$ cat config.mk
export PLATFORM = sky130hd
export DESIGN_NAME = csr_file_m
export DESIGN_NICKNAME = d
export VERILOG_FILES = /design/src/rtl/csr_file_m.sv
export SDC_FILE = /design/constraint.sdc
export NUM_CORES = 2
export LEC_CHECK = 0
export ABC_AREA = 1
export ABC_CLOCK_PERIOD_IN_PS = 2100
export BUFFER_PORTS_ARGS = -buffer_cell sky130_fd_sc_hd__buf_2
export CORE_MARGIN = 2
export CORE_UTILIZATION = 40
export CTS_BUF_LIST = sky130_fd_sc_hd__clkbuf_8 sky130_fd_sc_hd__clkbuf_16
export CTS_CLUSTER_SIZE = 28
export DETAILED_ROUTE_END_ITERATION = 6
export GPL_TIMING_DRIVEN = 0
export SYNTH_ARGS = -nofsm -noshare
export SYNTH_HDL_FRONTEND = slang
export SYNTH_SLANG_ARGS = --single-unit
export TNS_END_PERCENT = 100
$ cat constraint.sdc
create_clock -name clk -period 2.1 [get_ports clk]
set_input_delay 0.105 -clock clk [delete_from_list [all_inputs] [get_ports clk]]
set_output_delay 0.105 -clock clk [all_outputs]
set_load 0.005 [all_outputs]
$ cat src/rtl/csr_file_m.sv
// csr_file_m -- machine-mode CSR file for the rv32 core.
//
// Purpose: CSRRW/CSRRS/CSRRC access to the M-mode CSRs, 64-bit cycle, instret
//   and HPM counters gated by mcountinhibit, trap entry / MRET sequencing,
//   vectored mtvec and interrupt-pending evaluation.
//
// Ports:
//   clk, rst_n              core clock, async active-low reset
//   csr_en/csr_op/csr_nowr  CSR access strobe, op (01 RW, 10 RS, 11 RC, 00 read),
//                           zero rs1/uimm (suppresses RS/RC write)
//   address, wrdata         CSR address and operand
//   rdata, illegal          old CSR value and illegal-access flag (combinational)
//   pc, trap, trap_cause,
//   trap_tval, mret         trap entry / MRET retire controls
//   instret, hpm_evt        counter event pulses
//   xEIP, xTIP, xSIP        interrupt request levels
//   irq_pending             enabled interrupt pending (combinational)
//   trap_vector             trap target PC (combinational)
//   o_mepc                  mepc, MRET target

// One counter: CNT_W implemented bits, presented as a zero-extended 64-bit
// value. A half write replaces that half and suppresses the increment.
module csr_cnt_m #(
   parameter int CNT_W = 64
) (
   input  logic        clk,
   input  logic        rst_n,
   input  logic        inc,
   input  logic        wr_lo,
   input  logic        wr_hi,
   input  logic [31:0] wdata,
   output logic [63:0] value
);
   logic [CNT_W-1:0] cnt;
   logic [63:0]      wr_val;
   logic             unused;

   assign value  = 64'(cnt);
   assign unused = ^wr_val;

   always_comb begin
      wr_val = value;
      if (wr_lo) wr_val[31:0]  = wdata;
      if (wr_hi) wr_val[63:32] = wdata;
   end

   always_ff @(posedge clk or negedge rst_n) begin
      if (!rst_n)              cnt <= '0;
      else if (wr_lo || wr_hi) cnt <= wr_val[CNT_W-1:0];
      else if (inc)            cnt <= cnt + CNT_W'(1);
   end
endmodule

module csr_file_m #(
   parameter logic [31:0] MHARTID   = 32'd0,
   parameter logic [31:0] MVENDORID = 32'd0,
   parameter logic [31:0] MARCHID   = 32'd0,
   parameter int          NUM_HPM   = 4,
   parameter int          CNT_W     = 64
) (
   input  logic                                  clk,
   input  logic                                  rst_n,
   input  logic                                  csr_en,
   input  logic [1:0]                            csr_op,
   input  logic                                  csr_nowr,
   input  logic [11:0]                           address,
   input  logic [31:0]                           wrdata,
   output logic [31:0]                           rdata,
   output logic                                  illegal,
   input  logic [31:0]                           pc,
   input  logic                                  trap,
   input  logic [31:0]                           trap_cause,
   input  logic [31:0]                           trap_tval,
   input  logic                                  mret,
   input  logic                                  instret,
   input  logic [(NUM_HPM > 0 ? NUM_HPM : 1)-1:0] hpm_evt,
   input  logic                                  xEIP,
   input  logic                                  xTIP,
   input  logic                                  xSIP,
   output logic                                  irq_pending,
   output logic [31:0]                           trap_vector,
   output logic [31:0]                           o_mepc
);
   // Counter slots: 0 = cycle, 1 = instret, 2+i = HPM i.
   localparam int          NUM_CNT   = NUM_HPM + 2;
   localparam logic [63:0] HPM_BITS  = ((64'd1 << NUM_HPM) - 64'd1) << 3;
   localparam logic [31:0] CINH_MASK = HPM_BITS[31:0] | 32'h5;

   // Architectural state
   logic        st_mie, st_mpie;
   logic        ie_me, ie_mt, ie_ms;
   logic        ip_ms;
   logic [29:0] mtvec_base;
   logic        mtvec_mode;
   logic [29:0] mepc;
   logic [31:0] mcause, mtval, mscratch, mcountinhibit;

   // Read views
   logic [31:0] mstatus_rd, mie_rd, mip_rd;
   logic [31:0] csr_val, old_val, wr_new;
   logic        csr_hit, cnt_hit, any_hit;
   logic        does_wr, ro_wr, bad_acc, commit;
   logic        unused;

   assign mstatus_rd = {19'b0, 2'b11, 3'b0, st_mpie, 3'b0, st_mie, 3'b0};
   assign mie_rd     = {20'b0, ie_me, 3'b0, ie_mt, 3'b0, ie_ms, 3'b0};
   assign mip_rd     = {20'b0, xEIP, 3'b0, xTIP, 3'b0, ip_ms | xSIP, 3'b0};
   assign unused     = ^pc[1:0];

   // ---------------------------------------------------------------- counters
   logic                        cnt_space;
   logic [NUM_CNT-1:0]          cnt_sel, cnt_inc, cnt_wr_lo, cnt_wr_hi;
   logic [NUM_CNT-1:0][63:0]    cnt_val;
   logic [NUM_CNT-1:0][31:0]    cnt_rd;
   logic [NUM_CNT:0][31:0]      cnt_or;

   // B/C pages with address[6:5]=0; address[7] picks the high half.
   assign cnt_space = ((address[11:8] == 4'hB) || (address[11:8] == 4'hC)) &&
                      (address[6:5] == 2'b00);
   assign cnt_or[0] = '0;

   genvar k;
   generate
      for (k = 0; k < NUM_CNT; k++) begin : g_cnt
         localparam logic [4:0] AIDX = (k == 0) ? 5'd0 : (k == 1) ? 5'd2 : 5'(k + 1);
         localparam int         CBIT = (k == 0) ? 0 : k + 1;

         assign cnt_sel[k]   = cnt_space && (address[4:0] == AIDX);
         assign cnt_wr_lo[k] = commit && cnt_sel[k] && !address[7];
         assign cnt_wr_hi[k] = commit && cnt_sel[k] &&  address[7];
         assign cnt_rd[k]    = !cnt_sel[k] ? 32'd0 :
                               address[7] ? cnt_val[k][63:32] : cnt_val[k][31:0];
         assign cnt_or[k+1]  = cnt_or[k] | cnt_rd[k];

         if (k == 0) begin : g_cy
            assign cnt_inc[k] = !mcountinhibit[CBIT];
         end else if (k == 1) begin : g_ir
            assign cnt_inc[k] = instret && !mcountinhibit[CBIT];
         end else begin : g_hpm
            assign cnt_inc[k] = hpm_evt[k-2] && !mcountinhibit[CBIT];
         end

         csr_cnt_m #(.CNT_W(CNT_W)) u_cnt (
            .clk   (clk),
            .rst_n (rst_n),
            .inc   (cnt_inc[k]),
            .wr_lo (cnt_wr_lo[k]),
            .wr_hi (cnt_wr_hi[k]),
            .wdata (wr_new),
            .value (cnt_val[k])
         );
      end
   endgenerate

   assign cnt_hit = |cnt_sel;

   // ------------------------------------------------------------ read decode
   always_comb begin
      csr_hit = 1'b1;
      csr_val = 32'd0;
      case (address)
         12'h300: csr_val = mstatus_rd;
         12'h301: csr_val = 32'h4000_0100;
         12'h304: csr_val = mie_rd;
         12'h305: csr_val = {mtvec_base, 1'b0, mtvec_mode};
         12'h320: csr_val = mcountinhibit;
         12'h340: csr_val = mscratch;
         12'h341: csr_val = {mepc, 2'b00};
         12'h342: csr_val = mcause;
         12'h343: csr_val = mtval;
         12'h344: csr_val = mip_rd;
         12'hF11: csr_val = MVENDORID;
         12'hF12: csr_val = MARCHID;
         12'hF14: csr_val = MHARTID;
         default: csr_hit = 1'b0;
      endcase
   end

   assign any_hit = csr_hit | cnt_hit;
   assign old_val = csr_val | cnt_or[NUM_CNT];

   // RS/RC with a zero operand are pure reads, so they may touch read-only CSRs.
   assign does_wr = (csr_op == 2'b01) || (csr_op[1] && !csr_nowr);
   assign ro_wr   = (address[11:10] == 2'b11) && does_wr;
   assign bad_acc = !any_hit || ro_wr;
   assign illegal = csr_en && bad_acc;
   assign rdata   = bad_acc ? 32'd0 : old_val;

   // Trap and MRET own the edge; a concurrent CSR write is dropped.
   assign commit  = csr_en && does_wr && !bad_acc && !trap && !mret;

   always_comb begin
      case (csr_op)
         2'b01:   wr_new = wrdata;
         2'b10:   wr_new = old_val | wrdata;
         2'b11:   wr_new = old_val & ~wrdata;
         default: wr_new = old_val;
      endcase
   end

   // ------------------------------------------------------------ state update
   always_ff @(posedge clk or negedge rst_n) begin
      if (!rst_n) begin
         st_mie        <= 1'b0;
         st_mpie       <= 1'b0;
         ie_me         <= 1'b0;
         ie_mt         <= 1'b0;
         ie_ms         <= 1'b0;
         ip_ms         <= 1'b0;
         mtvec_base    <= '0;
         mtvec_mode    <= 1'b0;
         mepc          <= '0;
         mcause        <= '0;
         mtval         <= '0;
         mscratch      <= '0;
         mcountinhibit <= '0;
      end else if (trap) begin
         mepc    <= pc[31:2];
         mcause  <= trap_cause;
         mtval   <= trap_tval;
         st_mpie <= st_mie;
         st_mie  <= 1'b0;
      end else if (mret) begin
         st_mie  <= st_mpie;
         st_mpie <= 1'b1;
      end else if (commit) begin
         case (address)
            12'h300: begin
               st_mie  <= wr_new[3];
               st_mpie <= wr_new[7];
            end
            12'h304: begin
               ie_me <= wr_new[11];
               ie_mt <= wr_new[7];
               ie_ms <= wr_new[3];
            end
            12'h305: begin
               mtvec_base <= wr_new[31:2];
               mtvec_mode <= wr_new[0];
            end
            12'h320: mcountinhibit <= wr_new & CINH_MASK;
            12'h340: mscratch      <= wr_new;
            12'h341: mepc          <= wr_new[31:2];
            12'h342: mcause        <= wr_new;
            12'h343: mtval         <= wr_new;
            12'h344: ip_ms         <= wr_new[3];
            default: ;
         endcase
      end
   end

   // ---------------------------------------------------------------- outputs
   assign irq_pending = st_mie && |(mip_rd & mie_rd);
   assign o_mepc      = {mepc, 2'b00};
   assign trap_vector = (mtvec_mode && trap_cause[31]) ?
                        {mtvec_base, 2'b00} + {25'd0, trap_cause[4:0], 2'b00} :
                        {mtvec_base, 2'b00};
endmodule

==> out/qor.csv <==
metric,value,unit
final hold violations,0,
Yosys reg bits,553,
CP Data Arrival Time,3.03,ns
row count,122,
DP Cell Count,9250,
R2R Setup Slk,-0.31,ns
Finished Cell Area,66200,um^2
htree depth,3,
routed len/inst,30.1,um
number of global-route vias before repair,54697,
vias per cell,6.08,
outcome,finished with violations,
sequential element share of the synthesized area,30.9,%
CTS root buf,clkbuf_16,
"EDFF count, synth",0,
Hold Crit Class,primary input to asynchronous set/reset pin,
failing checks,"design-rule violations, negative setup slack",
global-route wire length before repair,410000,um
clk buf depth,3,
slew of the pin with the lowest slew margin,1.08,ns
die area,115000,um^2
max_cap viols,0,
Reg2Reg Capture Point,g_cnt[3].u_cnt.value[36],
most frequent cells after synthesis,"nand2_1 (3390), nand3_1 (810), nor2_1 (614)",
largest net degree at the start of global routing,116,
area delta synth->final,47.7,%
RR Startpoint,g_cnt[2].u_cnt.value[36],
CP Max Fanout,4,
Power Total,29.5,mW
Clock Sinks,553,
Slew Limit Fails,0,
syn avg cell area,5.96,um^2
"Async S/R FF share, synth",100,%
leakage,32.8,nW
initial antenna violation count,26,
Synth Instances,7510,
most frequent cell after synthesis,nand2_1,
Max Fclk,319,MHz
via count,60990,
I/O pin count,254,
Post-Route WL,303000,um
Max transition margin,28.3,%
worst-skew pair later-pin latency,0.70,ns
period utilization,149,%
Crit Path Class,flop to primary output,
R2R depth,14,
TritonCTS buffer count,73,
pwr/cell area,445,nW/um^2
IO Port Bufs,244,
dpl cell area,48100,um^2
# setup viols final,582,
Final nets,8636,
YS warnings,0,
total grt overflow,0,
1st-pass router iterations,7,
GRT Total Usage,49.9,%
share of the synthesized area in the top cell type,30.9,%
Tmin final,3.13,ns
ys flop type,dfrtp_1,
routability cong.,1.09,
Critical Path Source Type,flop,
fin cells,10035,
share of cells above drive strength 1,31.4,%
die extent in x,339,um
"Clk pin slew, worst setup/hold paths",0.06,ns
height of the chip,339,um
unrepaired setup endpoints after global routing,yes,
core area,111000,um^2
CTS tree,yes,
"area leader, netlist",dfrtp_1,
Mapped Area,44800,um^2
DRC viols,2,
CP required,2.00,ns
main area contributors after synthesis,"dfrtp_1 (31%), nand2_1 (28%), nand3_1 (9.1%), xor2_1 (6.0%), nor2_1 (5.1%)",
Initial Util,40.4,%
Setup crit end kind,primary output,
worst IR drop on VDD,0.563,mV
"Worst Setup Slack, final",-1.03,ns
remaining antenna violation count,0,
pre-CTS setup slack,-3.27,ns
hpwl dp,223000,um
skew final,0.0358,ns
count of cell types in the netlist,44,
initial DRC count,8907,
==> layout make-up <==
| class | instances | area, um^2 |
|---|---|---|
| clock inverters | 47 | 435 |
| plain buffers | 362 | 3300 |
| inverters | 514 | 2090 |
| repair buffers | 890 | 7800 |
| diodes | 21 | 52.6 |
| fillers | 10517 | 44600 |
| flip-flops and latches | 553 | 14100 |
| well taps | 1488 | 1860 |
| clock buffers | 86 | 2010 |
| multi-input cells | 6074 | 34500 |
==> worst max-delay path, cell delays in order, from the launching register on <==
cell and delay (ns):
dfrtp_1 0.35, ha_2 0.19, inv_2 0.04, fa_2 0.32
inv_2 0.07, nand2_2 0.05, nand2_2 0.05, nand2_2 0.05
nand2_2 0.08, nand2_2 0.07, nand2_4 0.10, nand3_4 0.08
nor2_4 0.19, nand2_4 0.12, nor4_4 0.20, xor2_1 0.21
buf_2 0.17
==> cells in the final DEF (no fill, tap or decap), types with 25 or more instances in the layout <==
master	count
nand2_1	2956
nand3_1	715
buf_4	466
inv_1	393
dfrtp_1	358
nor2_1	349
xor2_1	303
nand2_2	277
buf_2	256
nand4_1	227
dfrtp_2	195
o21ai_0	170
nor2_4	165
buf_6	141
nand2_4	125
nor2_2	117
dlygate4sd3_1	99
buf_12	89
inv_2	86
clkbuf_16	85
nor3_1	76
nor3_2	67
nor3_4	64
o21ai_2	55
nand3_2	54
clkbuf_2	53
xnor2_1	52
o21ai_4	51
clkbuf_1	45
nand3_4	44
o21ai_1	44
nand2_8	40
clkbuf_4	36
inv_4	25
buf_8	25
==> routing by layer <==
layer / GRT usage, % / part of all wire, % / routed length [um]
met1: 62.7 / 36 / 110000
met2: 68.6 / 39 / 118000
met3: 19.8 / 15 / 45700
met4: 36.8 / 9.4 / 28500
met5: 0.625 / 0.10 / 315
==> through the flow <==
stage          hold slack, ns  util [%]  setup TNS, ns
2_1_floorplan          -0.191         -        -0.0309
3_3_place_gp            0.333      43.2       -7689.25
3_5_place_dp            0.171      43.4       -1305.92
4_1_cts               0.00688      53.7         -30.45
5_1_grt                0.0651      59.7        -102.20
6_report               0.0273      59.7         -99.53
==> cells by family (layout without fill, tap and decap cells) <==
group	count (synthesis)	after routing	share of synthesized area, %
and+or+nand+nor	5324	5325	49.4
adders and majority gates	12	12	0.352
xor gates and xnor gates	361	361	7.06
DFF	553	553	30.9
other	1	25	0.00837
AOI/OAI and AO/OA	371	371	4.28
buffers and inverters	887	1899	7.99
muxes	1	1	0.0223
==> flip-flops by register name, indices dropped and copies added (netlist names) <==
| register | count |
|---|---|
| mtval | 32 |
| ie_me | 1 |
| g_cnt.u_cnt.value | 384 |
| st_mie | 1 |
| mtvec_base | 30 |
| ie_ms | 1 |
| mepc | 30 |
| ie_mt | 1 |
| mcause | 32 |
| mtvec_mode | 1 |
| mscratch | 32 |
| mcountinhibit | 6 |
| ip_ms | 1 |
| st_mpie | 1 |
==> power breakdown <==
group | switching (mW) | internal, mW | leakage [nW]
sequential | 0.310 | 10.9 | 7.04
combinational | 3.15 | 1.60 | 24.5
clock | 5.93 | 7.58 | 1.24
==> repair_timing <==
item | 4_1_cts | 5_1_grt
hold endpoints to repair | 175 | 0
setup endpoints to repair | 616 | 671
resized for setup | 1724 | 1337
buffers inserted | 253 | 286
cloned | 10 | 10
hold buffers | 99 | 0
pin swaps | 239 | 397
==> worst max path at each step <==
stage	startpoint	endpoint	cells past startpoint
after CTS	mtvec_base[0]	trap_vector[26]	17
after detailed placement	address[7]	g_cnt[1].u_cnt.value[38]	14
after floorplan	mtvec_base[0]	trap_vector[20]	15
after global routing	mtvec_base[0]	trap_vector[20]	16
final	mtvec_base[0]	trap_vector[20]	16
after global placement	rst_n	g_cnt[2].u_cnt.value[22]	1
Note: power is estimated with default switching activity, not from simulation.
